File: config.mk
export PLATFORM = sky130hd
export DESIGN_NAME = fp_compare_pipe
export DESIGN_NICKNAME = d
export VERILOG_FILES = /design/src/rtl/fp_compare_pipe.sv
export SDC_FILE = /design/constraint.sdc
export NUM_CORES = 1
export LEC_CHECK = 0
export CORE_AREA = 5 5 230 232
export DETAILED_ROUTE_END_ITERATION = 12
export DIE_AREA = 0 0 235 237
export PLACE_DENSITY_LB_ADDON = 0.15
export SETUP_SLACK_MARGIN = 0.3
export SLEW_MARGIN = 20
export SYNTH_ARGS = -nofsm -noshare
export SYNTH_HDL_FRONTEND = slang
export SYNTH_SLANG_ARGS = --single-unit
File: constraint.sdc
create_clock -name clk -period 11.5 [get_ports clk]
set_input_delay 2.3 -clock clk [delete_from_list [all_inputs] [get_ports clk]]
set_output_delay 2.3 -clock clk [all_outputs]
set_load 0.05 [all_outputs]
File: src/rtl/fp_compare_pipe.sv
// fp_compare_pipe: pipelined multi-lane IEEE-754 EQ/LT/LE/MIN/MAX unit; define FP_CMP_STICKY_NV_EN for a sticky NV flag
module fp_compare_pipe #(
   parameter int NUM_LANES = 2,
   parameter int LATENCY = 2,
   parameter int TAG_W = 5
) (
   input  logic clk,
   input  logic rst_n,
   input  logic in_valid,
   output logic in_ready,
   input  logic [2:0] in_op,
   input  logic in_dp,
   input  logic [64*NUM_LANES-1:0] in_a,
   input  logic [64*NUM_LANES-1:0] in_b,
   input  logic [TAG_W-1:0] in_tag,
   output logic out_valid,
   input  logic out_ready,
   output logic [64*NUM_LANES-1:0] out_result,
   output logic [NUM_LANES-1:0] out_invalid,
   output logic [TAG_W-1:0] out_tag
`ifdef FP_CMP_STICKY_NV_EN
   ,output logic out_nv_sticky,
   input  logic clr_nv
`endif
);
   localparam int W = 64*NUM_LANES;
   localparam int RD = (LATENCY > 1) ? LATENCY - 1 : 1;

   function automatic logic [1:0] cls(input logic dp, input logic [63:0] x);
      logic nan;
      nan = dp ? (&x[62:52] && |x[51:0]) : (&x[30:23] && |x[22:0]);
      return {nan, nan && !(dp ? x[51] : x[22])};
   endfunction

   // order key: mapping sign-magnitude onto unsigned order puts -0 just below +0
   function automatic logic [64:0] lane_fn(input logic [2:0] op, input logic dp, input logic [63:0] a,
                                           input logic [63:0] b, input logic [1:0] ca, input logic [1:0] cb);
      logic [63:0] xa, xb, ka, kb, qn, mn, mx;
      logic za, zb, nan, snan, lt, eq;
      za = dp ? ~|a[62:0] : ~|a[30:0];
      zb = dp ? ~|b[62:0] : ~|b[30:0];
      xa = dp ? a : {a[31], 32'h0, a[30:0]};
      xb = dp ? b : {b[31], 32'h0, b[30:0]};
      ka = xa[63] ? ~xa : {1'b1, xa[62:0]};
      kb = xb[63] ? ~xb : {1'b1, xb[62:0]};
      nan = ca[1] | cb[1];
      snan = ca[0] | cb[0];
      eq = !nan && (a == b || (za && zb));
      lt = !nan && ka < kb && !(za && zb);
      qn = dp ? 64'h7FF8000000000000 : 64'h000000007FC00000;
      mn = (ca[1] && cb[1]) ? qn : ca[1] ? b : cb[1] ? a : (kb < ka) ? b : a;
      mx = (ca[1] && cb[1]) ? qn : ca[1] ? b : cb[1] ? a : (ka < kb) ? b : a;
      return op == 3'd0 ? {snan, 63'h0, eq} :
             op == 3'd1 ? {nan, 63'h0, lt} :
             op == 3'd2 ? {nan, 63'h0, lt | eq} :
             op == 3'd3 ? {snan, mn} :
             op == 3'd4 ? {snan, mx} : 65'h0;
   endfunction

   logic adv;
   logic [W-1:0] m_a, m_b, s_a, s_b, r_res;
   logic [2*NUM_LANES-1:0] m_ca, m_cb, s_ca, s_cb;
   logic [2:0] s_op;
   logic s_dp;
   logic [NUM_LANES-1:0] r_nv;
   logic [LATENCY-1:0] vld;
   logic [TAG_W-1:0] tag_q [LATENCY];
   logic [W-1:0] res_q [RD];
   logic [NUM_LANES-1:0] nv_q [RD];

   assign adv = !out_valid || out_ready;
   assign in_ready = adv;

   // SP lanes keep only their low word; NaN classes are derived from the masked operands
   always_comb begin
      m_a = '0;
      m_b = '0;
      m_ca = '0;
      m_cb = '0;
      for (int i = 0; i < NUM_LANES; i++) begin
         m_a[64*i+:64] = in_dp ? in_a[64*i+:64] : {32'h0, in_a[64*i+:32]};
         m_b[64*i+:64] = in_dp ? in_b[64*i+:64] : {32'h0, in_b[64*i+:32]};
         m_ca[2*i+:2] = cls(in_dp, m_a[64*i+:64]);
         m_cb[2*i+:2] = cls(in_dp, m_b[64*i+:64]);
      end
   end

   generate
      if (LATENCY > 1) begin : g_dec
         logic [2:0] d_op;
         logic d_dp;
         logic [W-1:0] d_a, d_b;
         logic [2*NUM_LANES-1:0] d_ca, d_cb;
         // stage 1 holds the decoded transaction
         always_ff @(posedge clk) begin
            if (adv) begin
               d_op <= in_op;
               d_dp <= in_dp;
               d_a <= m_a;
               d_b <= m_b;
               d_ca <= m_ca;
               d_cb <= m_cb;
            end
         end
         assign s_op = d_op;
         assign s_dp = d_dp;
         assign s_a = d_a;
         assign s_b = d_b;
         assign s_ca = d_ca;
         assign s_cb = d_cb;
      end else begin : g_nodec
         assign s_op = in_op;
         assign s_dp = in_dp;
         assign s_a = m_a;
         assign s_b = m_b;
         assign s_ca = m_ca;
         assign s_cb = m_cb;
      end
   endgenerate

   // evaluate every lane from the decoded operands
   always_comb begin
      r_res = '0;
      r_nv = '0;
      for (int i = 0; i < NUM_LANES; i++)
         {r_nv[i], r_res[64*i+:64]} = lane_fn(s_op, s_dp, s_a[64*i+:64], s_b[64*i+:64], s_ca[2*i+:2], s_cb[2*i+:2]);
   end

   // all stages move together on advance; results enter one stage after decode
   always_ff @(posedge clk) begin
      if (!rst_n) begin
         vld <= '0;
         for (int k = 0; k < LATENCY; k++) tag_q[k] <= '0;
         for (int k = 0; k < RD; k++) begin
            res_q[k] <= '0;
            nv_q[k] <= '0;
         end
      end else if (adv) begin
         vld[0] <= in_valid;
         tag_q[0] <= in_tag;
         for (int k = 1; k < LATENCY; k++) begin
            vld[k] <= vld[k-1];
            tag_q[k] <= tag_q[k-1];
         end
         res_q[0] <= r_res;
         nv_q[0] <= r_nv;
         for (int k = 1; k < RD; k++) begin
            res_q[k] <= res_q[k-1];
            nv_q[k] <= nv_q[k-1];
         end
      end
   end

   assign out_valid = vld[LATENCY-1];
   assign out_tag = tag_q[LATENCY-1];
   assign out_result = res_q[RD-1];
   assign out_invalid = nv_q[RD-1];

`ifdef FP_CMP_STICKY_NV_EN
   // remember any NV that completes a handshake until cleared; a set wins over a clear
   always_ff @(posedge clk) begin
      if (!rst_n) out_nv_sticky <= 1'b0;
      else if (out_valid && out_ready && |out_invalid) out_nv_sticky <= 1'b1;
      else if (clr_nv) out_nv_sticky <= 1'b0;
   end
`endif
endmodule

* Word level (Yosys, flattened, before mapping)
Memory sizes are Yosys's and may differ from the RTL's.
Index checks and enable logic that the tools add are counted.
** Operators by class
- $lt $le $gt $ge :: 4
- Equality and inequality tests :: 6
- Muxes and demuxes :: 61
- Bitwise operators :: 12
- Reduce and logical (&&, ||, !) cells :: 69
** Operators with widths (number)
- 64-bit 2-to-1 mux :: 24
- 65-bit 2-to-1 mux :: 10
- 63-bit 2-to-1 mux :: 5
- 64-bit < comparator :: 4
- 64-bit NOT :: 4
- 63-bit OR reduction :: 4
- 52-bit OR reduction :: 4
- 64-bit == test :: 2
- 128-bit 2-to-1 mux :: 1
- 128-bit OR reduction :: 1
- 31-bit OR reduction :: 4
- 23-bit OR reduction :: 4
- 11-bit AND reduction :: 4
- 8-bit AND reduction :: 4
- 1-bit logical AND :: 22
- 1-bit 2-to-1 mux :: 18
- 1-bit logical NOT :: 17
- 5-bit 2-to-1 mux :: 2
- 1-bit bitwise OR :: 8
- 3-bit by 2-bit == test with 1-bit output, second input constant :: 2
- 3-bit by 1-bit == test with 1-bit output, second input constant :: 1
- 3-bit == test, second input constant :: 1
- 3-bit logical NOT :: 1
- 1-bit logical OR :: 3
- other kinds (2) :: 2
** Storage, ports and cells
- Flip-flop bits (word level) :: 270
- Bits in writable memories :: 140
- Input port bits :: 269
- Output and inout port bits :: 137
- Word-level logic and storage cells :: 164
- Memories kept :: 3
** Memories
- res_q :: depth 1, width 128, read ports 1, clocked after memory_dff 0, wr ports 1, RTL line 68 : logic [W-1:0] res_q [RD];
- tag_q :: depth 2, width 5, read ports 2, clocked after memory_dff 0, wr ports 2, RTL line 67 : logic [TAG_W-1:0] tag_q [LATENCY];
- nv_q :: depth 1, width 2, read ports 1, clocked after memory_dff 0, wr ports 1, RTL line 69 : logic [NUM_LANES-1:0] nv_q [RD];

* Longest topological paths before layout
Gate-level depths: netlist of the first run.
- Word-level depth :: 14
- Depth in mapped cells :: 17
- Gate-level depth less buffers :: 12

* Worst setup path before layout of the first run
No wires, ideal clock.
- Path kind :: input to output
- Start :: input port out_ready
- End :: output port in_ready
- Data arrival time :: 10.225 ns
- Data required time :: 9.200 ns
- Setup slack :: -1.025 ns
- Cell stages on the path :: 3
- Path buffers :: 1
- Path through :: nor2b_1 > inv_1 > clkbuf_1
** On the way
- Cells in the longest elaborated chain, start to end :: 1
** RTL lines
- start: declaration :: RTL line 17 : input logic out_ready,
- 1-bit logical OR :: RTL line 71 : assign adv = !out_valid || out_ready;
- end: declaration :: RTL line 10 : output logic in_ready,
Every way passes these cells.

* Final worst setup path of the first run
Ends and elaborated chain as after synthesis.

==> results by group, run 1 <==
Die
  – Die height: 237 um
  – CORE AREA: a little over 0.05 mm2
  – Die area: around 0.056 mm2
  – I/O pins: around 410
  – Starting Density: 49.2%
  – Rows: a little over 80
  – Die W: approximately 240 um

GRT
  – Total track usage: between 20% and 30%
  – Vias in the first global route: between 15000 and 20000
  – Initial antenna violation count: 3
  – Largest net degree at the start of global routing: approximately 160
  – Congestion Overflow GR: 0
  – First-pass GRT wire length: 119 mm

Timing
  – Tmin final: 6680 ps
  – Fin. Hold Viols: 0
  – Post-route setup TNS: 0 ps
  – Skew final: just under 20 ps
  – Setup ws final: roughly 4800 ps
  – Slew margin rel.: 27.7%
  – Worst-Margin Slew: approximately 1100 ps
  – Peak Freq: ~150 MHz
  – Fin. max-slew vios: 0
  – Unrepaired setup endpoints after global routing: false
  – Final Cycle Share: between 50% and 60%
  – Final setup fails: 0

Clock tree
  – CTS Hold Bufs: 0
  – Worst-Skew Late Latency: slightly below 600 ps
  – Post-CTS sizing: 0
  – CTS Sinks: a little over 400
  – TritonCTS clock tree: yes
  – CTS clk-pin slew, worst paths: around 60 ps
  – Number of buffers created by CTS: 46
  – # H-tree levels: 2
  – Setup Fix Bufs, Post-CTS: 0
  – Clock Tree Buf Depth: 3
  – CTS root buffer: clkbuf_16

Yosys
  – Ys async rst share: 0%
  – Synth cell types: 70
  – Syn nets: 2570
  – Post-synth top area share: between 40% and 50%
  – Cell Area, Synth: about 0.025 mm2
  – Synthesized flop and latch total: between 400 and 500
  – Area leader, netlist: edfxtp_1
  – Mapped Avg Cell Area: approximately 12 um2
  – Cells after Synth: roughly 2200
  – Post-synth EDFFs: slightly above 400
  – Top post-synthesis cells by area: edfxtp_1 49%, xnor2_1 11%, ha_1 6.4%
  – Register area share after synthesis: between 40% and 50%
  – Ys Warns: 0
  – Main synth FF type: edfxtp_1

Route
  – Vias/cell: around 6.1
  – Wire length on met1: roughly 35 mm
  – Top Layer Used: met5
  – Initial DRC count: between 2000 and 2500
  – WL met2: ~35 mm
  – Via count: 19753
  – Initial DRT Pass Iterations: 6
  – Total Wirelength: 79.8 mm
  – Antenna-violating nets left: 0
  – DRC viols: 0
  – WL/cell: around 25 um
  – Met3 wire length: around 7.6 mm

Power
  – Combinational power share: between 20% and 30%
  – Sw Ratio: 29.9%
  – Internal: roughly 3.2 mW
  – Total power draw: around 4.6 mW
  – Power Density: between 100 and 150 mW/mm2
  – P_leak: approximately 12 nW
  – Clk pwr share: about a third
  – Reg power frac: about two fifths
  – Max rail drop VDD: approximately 0.00012 V
  – P_sw: 1.37 mW

Finish
  – Core Util, Final: between 60 and 70%
  – Final-layout fill cell count: 4087
  – Synthesis-to-layout area growth: 25.1%
  – Layout cells sized above 1: 5.08%
  – Register area: 0.0123 mm2
  – Area of the multi-input gates: 0.0121 mm2
  – Net count reported at finish: 2921

Setup path
  – WP data required: between 9000 and 10000 ps
  – Crit path cell chain: clkdlybuf4s50_1 -> nor2b_1 -> inv_8 -> clkdlybuf4s50_1
  – Setup crit end kind: primary output
  – Crit path DAT: approximately 4400 ps
  – Cell repeated most along the worst path: clkdlybuf4s50_1
  – CP max stage cell: clkdlybuf4s50_1
  – Critical Path Max Stage Delay: approximately 800 ps
  – CP Max Fanout: 46
  – CP Class: in2out
  – Critical Path Start Type: input pin

Worst hold path
  – Min-delay worst type: reg2reg

Place
  – DP Worst Slack: 4830 ps
  – Buffers on Ports: approximately 410
  – GPL Wtd Cong: between 0.8 and 0.9
  – HPWL Detailed: 59.5 mm

Job
  – Max Cap Viol: 0

Run status
  – Status: complete, no violations
[kinds of logic (layout without fill, tap and decap cells)]
group	after synthesis	in the layout	synth area share, %
AO/OA/AOI/OAI	483	483	13.3
adder cells (fa/ha/maj)	128	128	6.41
other	0	2	0
flip-flops	410	410	49.2
multiplexers	46	46	1.84
buffers and inverters	170	558	2.83
AND/OR/NAND/NOR	556	556	13.1
XOR/XNOR	380	380	13.3
[through the flow]
step	cells	instance area [um2]	hold slack, ps
2_1_floorplan	2173	25000	441
3_3_place_gp	3156	29600	447
3_5_place_dp	3156	29600	452
4_1_cts	3241	31300	475
5_1_grt	3243	31300	504
6_report	3243	31300	468
[registers in the layout, summed over array words and instances (netlist names)]
signal	cells
g_dec.d_cb	4
vld	2
g_dec.d_b	128
nv_q	2
g_dec.d_op	3
g_dec.d_dp	1
g_dec.d_ca	4
tag_q	10
res_q	128
g_dec.d_a	128
[path summary, 6_finish.rpt]
kind                                 start      endpoint  slack, ps  depth (start not counted)
worst max register to register  g_dec.d_dp  res_q[0][30]       5440                         15
worst max-delay path             out_ready      in_ready       4820                          4
worst min register to register      vld[0]        vld[1]        470                          1
worst min-delay path                vld[0]        vld[1]        470                          1
[power groups by stage]
stage               combinational (mW)  clock [mW]  sequential [mW]
floorplan                        0.662           0             1.96
detailed placement                1.09           0             1.92
finish                            1.11        1.58             1.89
global placement                  1.06           0             1.92
global route                      1.20        1.66             1.90
CTS                               1.10        1.61             1.89
[layout make-up]
cell class	count	area share (%)
diodes	2	0.0160
clock buffers	54	3.98
clock inverters	31	1.20
inverters	40	0.504
multi-input cells	1593	38.6
flip-flops and latches	410	39.3
well taps	680	2.72
repair buffers	433	13.7
[cell usage in the layout (no fill, tap or decap), types with 28 or more instances in the layout]
master	count
clkdlybuf4s50_1	404
nor2_1	30
o22ai_1	45
a21o_1	78
nor4_1	117
xor2_1	63
o21ai_0	66
and2_1	127
ha_1	128
clkbuf_16	49
nand4_1	88
inv_1	39
edfxtp_1	408
a22o_1	85
nand2b_1	28
a21oi_1	117
xnor2_1	317
mux2i_1	42
nand2_1	73
[worst max-delay path: cells and delay by family]
family,cells,cell delay (ps)
simple gates,1,520
buf+inv,3,1510
[synthesized netlist by cell type, types with 11 or more instances]
| library cell | instances |
|---|---|
| nand2b_1 | 28 |
| xor2_1 | 63 |
| clkbuf_1 | 93 |
| a22o_1 | 85 |
| and2_1 | 127 |
| nand2_1 | 74 |
| mux2i_1 | 46 |
| edfxtp_1 | 408 |
| a21oi_1 | 117 |
| buf_1 | 11 |
| o311a_1 | 21 |
| inv_1 | 40 |
| nor3_1 | 20 |
| o21a_1 | 26 |
| xnor2_1 | 317 |
| and3_1 | 12 |
| o21ai_0 | 68 |
| a21o_1 | 78 |
| nand4_1 | 88 |
| o22ai_1 | 45 |
| nor2_1 | 31 |
| ha_1 | 128 |
| buf_2 | 17 |
| nor4_1 | 118 |
| nand3_1 | 21 |
[per-layer routing]
| metal | GRT usage, % | vias to the layer above |
|---|---|---|
| met2 | 41.8 | 936 |
| met4 | 6.02 | 2 |
| met5 | 0 | - |
| met1 | 40.9 | 9728 |
| li1 | - | 8986 |
| met3 | 6.02 | 101 |
Note: power is estimated with default switching activity, not from simulation.
==> run 2: changes to the inputs <==
==> constraint.sdc (replaced) <==
create_clock -name clk -period 5.54 [get_ports clk]
set_input_delay 1.108 -clock clk [delete_from_list [all_inputs] [get_ports clk]]
set_output_delay 1.108 -clock clk [all_outputs]
set_load 0.05 [all_outputs]
==> results by group, run 2 (same netlist as run 1, synthesis figures left out) <==
Die
  – CORE AREA: 0.0508 mm2 (unchanged)
  – Die area: 0.0557 mm2 (unchanged)
  – Die W: 235 um (unchanged)
  – I/O pins: 406 (unchanged)
  – Starting Density: 49.2% (unchanged)
  – Rows: 83 (unchanged)
  – Die height: 237 um (unchanged)

Timing
  – Skew final: 16.4 ps (-3.25 ps)
  – Post-route setup TNS: 0 ps (unchanged)
  – Slew margin rel.: 31.3% (+3.6 points)
  – Fin. Hold Viols: 0 (unchanged)
  – Unrepaired setup endpoints after global routing: false
  – Worst-Margin Slew: 1030 ps (-47.0 ps)
  – Peak Freq: just over 200 MHz
  – Fin. max-slew vios: 0 (unchanged)
  – Final Cycle Share: roughly 88%
  – Final setup fails: 0 (unchanged)
  – Tmin final: slightly below 5000 ps

Power
  – Internal: 6.71 mW (+110%)
  – P_leak: 11.7 nW (+1.0%)
  – Sw Ratio: 29.9% (about the same)
  – Total power draw: 9.58 mW (+110%)
  – Reg power frac: 41.1% (-0.2 points)
  – P_sw: 2.87 mW (+110%)
  – Clk pwr share: 34.6% (about the same)
  – Max rail drop VDD: 0.000221 V (+85%)
  – Power Density: 305 mW/mm2 (+110%)
  – Combinational power share: 24.3% (about the same)

GRT
  – Largest net degree at the start of global routing: 85 (-46%)
  – Met3 Usage GRT: 6.04% (+0.023 points)
  – Congestion Overflow GR: 0 (unchanged)
  – Vias in the first global route: 19647 (+0.77%)
  – First-pass GRT wire length: 122 mm (+2.7%)
  – GR Util met1: 42.5% (+1.6 points)
  – Total track usage: 28.4% (+0.88 points)
  – GR met2 Demand/Resource: 43.2% (+1.4 points)
  – GR peak layer: met2
  – Initial antenna violation count: 1 (-2)

Place
  – GPL Wtd Cong: 0.958 (+7.8%)
  – Placed cell area: 0.0298 mm2 (+0.57%)
  – Buffers on Ports: 405 (unchanged)
  – HPWL Detailed: 62.8 mm (+5.6%)

Clock tree
  – TritonCTS clock tree: yes
  – CTS root buffer: clkbuf_16
  – # H-tree levels: 2 (unchanged)
  – Number of buffers created by CTS: 46 (unchanged)
  – Clock Tree Buf Depth: 3 (unchanged)
  – CTS Sinks: 410 (unchanged)
  – Worst-Skew Late Latency: 590 ps (about the same)
  – CTS clk-pin slew, worst paths: 60 ps (about the same)

Setup path
  – CP max stage cell: mux2i_4
  – WP data required: 5880 ps (-3320 ps)
  – Crit path cell chain: mux2i_4 -> buf_4 -> xnor2_1 -> ha_1 -> a21oi_1 -> nand2_1 -> a221oi_1 -> a31oi_1 -> nor2_1 -> nand2_1 -> a41oi_2 -> a211oi_4 -> buf_4 -> a22o_1
  – Critical Path Start Type: flip-flop
  – WP buf/inv: 2 (-1)
  – Delay-heaviest family, CP: compound AO/OA/AOI/OAI gates
  – Critical Path Max Stage Delay: 770 ps (-30 ps)
  – Crit path DAT: 5200 ps (+820 ps)
  – Setup crit end kind: flip-flop
  – CP Max Fanout: 42 (-8.7%)
  – CP Class: reg2reg

Route
  – WL/cell: 25.2 um (+2.6%)
  – DRC viols: 0 (unchanged)
  – Initial DRT Pass Iterations: 10 (+4)
  – Via count: 19945 (+0.97%)
  – Antenna-violating nets left: 0 (unchanged)
  – Vias/cell: 6.12 (+0.45%)
  – Initial DRC count: 2382 (+15%)
  – Total Wirelength: 82.3 mm (+3.1%)

Finish
  – Layout cells sized above 1: 5.74% (+0.66 points)
  – Post-route cell area: 0.0315 mm2 (+0.61%)
  – Largest regs: g_dec.d_a (128), g_dec.d_b (128), res_q (128)
  – # diodes: 0 (-2)
  – Commonest non-fill, non-tap cell in the layout: edfxtp_1
  – Net count reported at finish: 2940 (+0.65%)
  – Synthesis-to-layout area growth: 25.9%
  – Most frequent cells in the layout: 408 x edfxtp_1, 404 x clkdlybuf4s50_1, 317 x xnor2_1, 128 x ha_1, 127 x and2_1

Worst hold path
  – Min-delay worst type: reg2reg

Run status
  – Status: complete, no violations

Job
  – Max Cap Viol: 0 (unchanged)
-- run 2: what timing repair did --
item,4_1_cts,5_1_grt
buffers inserted,0,0
hold buffers,0,0
resized for setup,0,3
endpoints found under the setup margin,0,63
-- run 2: final timing paths --
kind	startpoint	end	slack, ps	cells after the start
hold reg to reg	vld[0]	vld[0]	470	2
setup / recovery	g_dec.d_dp	res_q[0][63]	680	14
setup reg to reg	g_dec.d_dp	res_q[0][63]	680	14
hold / removal	vld[0]	vld[0]	470	2
-- run 2: power by group through the flow --
| stage | sequential, mW | clock [mW] | combinational (mW) |
|---|---|---|---|
| finish | 3.94 | 3.31 | 2.33 |
| global route | 3.96 | 3.48 | 2.53 |
| CTS | 3.93 | 3.36 | 2.31 |
| detailed placement | 3.99 | 0 | 2.29 |
| global placement | 3.99 | 0 | 2.24 |
| floorplan | 4.06 | 0 | 1.37 |
-- run 2: tightest hold or removal path, stage by stage (launching register included) --
cell	delay (ps)
dfxtp_1	310
nand2_1	50
a21boi_0	60
-- run 2: final cells by class --
type / instances / area (um2)
well taps: 680 / 851
clock inverters: 29 / 410
inverters: 40 / 158
flip-flops and latches: 410 / 12300
clock buffers: 56 / 1210
repair buffers: 452 / 4450
multi-input cells: 1593 / 12100
fillers: 4110 / 19300
-- run 2: metrics by stage --
| step | instances | hold WS [ps] | utilization (%) | setup WS (ps) |
|---|---|---|---|---|
| CTS | 3260 | 473 | 61.9 | 412 |
| floorplan | 2173 | 441 | - | 722 |
| global route | 3260 | 500 | 62.0 | 380 |
| global placement | 3174 | 450 | 58.7 | 695 |
| detailed placement | 3175 | 464 | 58.7 | 444 |
| finish | 3260 | 467 | 62.0 | 682 |
-- run 2: per-layer routing --
metal  share of wire (%)  vias to the layer above  wire, um
met5               0.016                        -        13
met4                 1.9                        2      1540
met3                 9.7                      122      7950
met2                  44                     1054     36300
met1                  44                     9740     36500
li1                    -                     9027         -
==> run 3: changes to the inputs <==
==> constraint.sdc (replaced) <==
create_clock -name clk -period 5.54 [get_ports clk]
set_input_delay 1.108 -clock clk [delete_from_list [all_inputs] [get_ports clk]]
set_output_delay 1.108 -clock clk [all_outputs]
set_load 0.02 [all_outputs]
==> results by group, run 3 (same netlist as run 1, synthesis figures left out) <==
Run status
  – Status: complete, no violations

Clock tree
  – CTS root buffer: clkbuf_16
  – CTS clk-pin slew, worst paths: 60 ps (about the same)
  – # H-tree levels: 2 (unchanged)
  – Setup Fix Bufs, Post-CTS: 0 (unchanged)
  – CTS Sinks: 410 (unchanged)
  – Worst-Skew Late Latency: 590 ps (about the same)
  – Number of buffers created by CTS: 45 (-2.2%)
  – Clock Tree Buf Depth: 3 (unchanged)
  – CTS Hold Bufs: 0 (unchanged)
  – TritonCTS clock tree: yes

Worst hold path
  – Min-delay worst type: reg2reg
  – WHS Path Cells: 1 (-1)
  – Hold EP: vld[1]
  – Hold path start: vld[0]

Timing
  – Worst-Margin Slew: 1100 ps (+74.3 ps)
  – Peak Freq: 208 MHz (+1.2%)
  – Final setup fails: 0 (unchanged)
  – Slew margin rel.: 25.6% (-5.7 points)
  – Tmin final: 4800 ps (-59.1 ps)
  – Final Cycle Share: 86.6% (-1.1 points)
  – Fin. max-slew vios: 0 (unchanged)
  – Setup ws final: 741 ps (+59.2 ps)
  – Unrepaired setup endpoints after global routing: false
  – Post-route setup TNS: 0 ps (unchanged)
  – Skew final: 15.2 ps (-1.12 ps)
  – Fin. Hold Viols: 0 (unchanged)

Power
  – Max rail drop VDD: 0.000210 V (-5.1%)
  – Reg power frac: 43.6% (+2.5 points)
  – Internal: 6.32 mW (-5.8%)
  – Power Density: 290 mW/mm2 (-4.9%)
  – Total power draw: 9.04 mW (-5.7%)
  – Combinational power share: 24.3% (about the same)
  – Sw Ratio: 30.0% (+0.10 points)
  – P_leak: 11.6 nW (-1.0%)
  – P_sw: 2.72 mW (-5.4%)
  – Clk pwr share: 32.1% (-2.5 points)

Route
  – Total Wirelength: 82.1 mm (-0.18%)
  – Initial DRC count: 2189 (-8.1%)
  – Antenna-violating nets left: 0 (unchanged)
  – Vias/cell: 6.08 (-0.65%)
  – DRC viols: 0 (unchanged)
  – WL/cell: 25.2 um (about the same)
  – Initial DRT Pass Iterations: 5 (-5)
  – Via count: 19792 (-0.77%)

Place
  – Buffers on Ports: 405 (unchanged)
  – HPWL Detailed: 62.5 mm (-0.60%)
  – GPL Wtd Cong: 0.958 (about the same)
  – DP Worst Slack: 443 ps (-0.989 ps)
  – Placed cell area: 0.0298 mm2 (about the same)

Die
  – Die W: 235 um (unchanged)
  – Die area: 0.0557 mm2 (unchanged)
  – Rows: 83 (unchanged)
  – CORE AREA: 0.0508 mm2 (unchanged)
  – Die height: 237 um (unchanged)
  – Starting Density: 49.2% (unchanged)
  – I/O pins: 406 (unchanged)

Setup path
  – Worst R2R Start: g_dec.d_dp
  – Worst R2R Path Depth: 14 (unchanged)
  – Critical Path Max Stage Delay: 740 ps (-30 ps)
  – Crit path cell chain: mux2i_4 -> buf_4 -> xnor2_1 -> ha_1 -> nand4_1 -> nor2_1 -> a221oi_1 -> a31oi_1 -> or2_2 -> nor3_1 -> a41oi_2 -> a211oi_4 -> buf_4 -> a22o_1
  – Setup crit end kind: flip-flop
  – CP Max Fanout: 42 (unchanged)
  – Crit path DAT: 5250 ps (+50 ps)
  – Cell repeated most along the worst path: buf_4
  – CP Class: reg2reg
  – WP data required: 5990 ps (+110 ps)
  – CP max stage cell: mux2i_4
  – Critical Path Start Type: flip-flop
  – FF-to-FF End: res_q[0][18]
  – R2R setup slack: 740 ps (+60 ps)
  – CP startpoint: g_dec.d_dp

GRT
  – Initial antenna violation count: 6 (+5)
  – Vias in the first global route: 19606 (-0.21%)
  – Total track usage: 28.5% (+0.042 points)
  – Congestion Overflow GR: 0 (unchanged)
  – First-pass GRT wire length: 122 mm (-0.29%)
  – Largest net degree at the start of global routing: 85 (unchanged)

Finish
  – Net count reported at finish: 2938 (-0.068%)
  – Post-route cell area: 0.0312 mm2 (-0.79%)
  – Synthesis-to-layout area growth: 24.9%
  – Register area: 0.0123 mm2 (unchanged)
  – Area of the multi-input gates: 0.0121 mm2 (about the same)
  – Final-layout fill cell count: 4123 (+0.32%)
  – Core Util, Final: 61.5% (-0.49 points)
  – Layout cells sized above 1: 5.51% (-0.22 points)
  – Largest regs: g_dec.d_a (128), g_dec.d_b (128), res_q (128)
  – Commonest non-fill, non-tap cell in the layout: edfxtp_1
  – Most frequent cells in the layout: 408 x edfxtp_1, 404 x clkdlybuf4s50_1, 317 x xnor2_1, 128 x ha_1, 127 x and2_1

Job
  – Max Cap Viol: 0 (unchanged)
-- run 3: final cells by class --
class	instances	area share, %
clock inverter	30	0.673
multi-input combinational	1593	38.7
clock buffer	51	3.82
antenna	1	0.00801
sequential	410	39.4
tap	680	2.73
timing repair buffer	451	14.2
inverter	40	0.505
-- run 3: what timing repair did --
| action | 4_1_cts | 5_1_grt |
|---|---|---|
| endpoints found under the setup margin | 0 | 63 |
| gates resized for setup | 0 | 3 |
| endpoints found under the hold margin | 0 | 0 |
-- run 3: how the worst max path moves through the flow --
| stage | end |
|---|---|
| 2_1_floorplan | nv_q[0][0] |
| 5_1_grt | res_q[0][36] |
| 3_5_place_dp | res_q[0][59] |
| 4_1_cts | res_q[0][54] |
| 3_3_place_gp | res_q[0][54] |
| 6_report | res_q[0][18] |
-- run 3: stage by stage --
step           std cells  hold WS, ps
2_1_floorplan       2173          441
3_3_place_gp        3174          450
3_5_place_dp        3174          463
4_1_cts             3255          474
5_1_grt             3255          501
6_report            3256          469
-- run 3: routing by layer --
layer  vias to the layer above  track usage, %  routed length [um]
li1                       9020               -                   -
met1                      9621            40.9               35300
met2                      1012            43.2               36300
met3                       133            8.26                8760
met4                         6            6.32                1760
met5                         -               0                  55
-- run 3: power groups by stage --
stage	Sequential [mW]	Combinational, mW	Clock, mW
finish	3.94	2.20	2.90
global route	3.96	2.41	3.07
floorplan	3.94	1.37	0
detailed placement	3.99	2.16	0
CTS	3.93	2.18	2.95
global placement	3.99	2.11	0
-- run 3: worst max-delay path, delay by kind of cell (launching register included) --
kind                       cells  cell delay [ps]
buffers and inverters          2              840
xor gates and xnor gates       1              160
muxes                          1              740
adders and majority gates      1              280
AOI/OAI and AO/OA              5             1200
and+or+nand+nor                4              760
DFF                            1              640
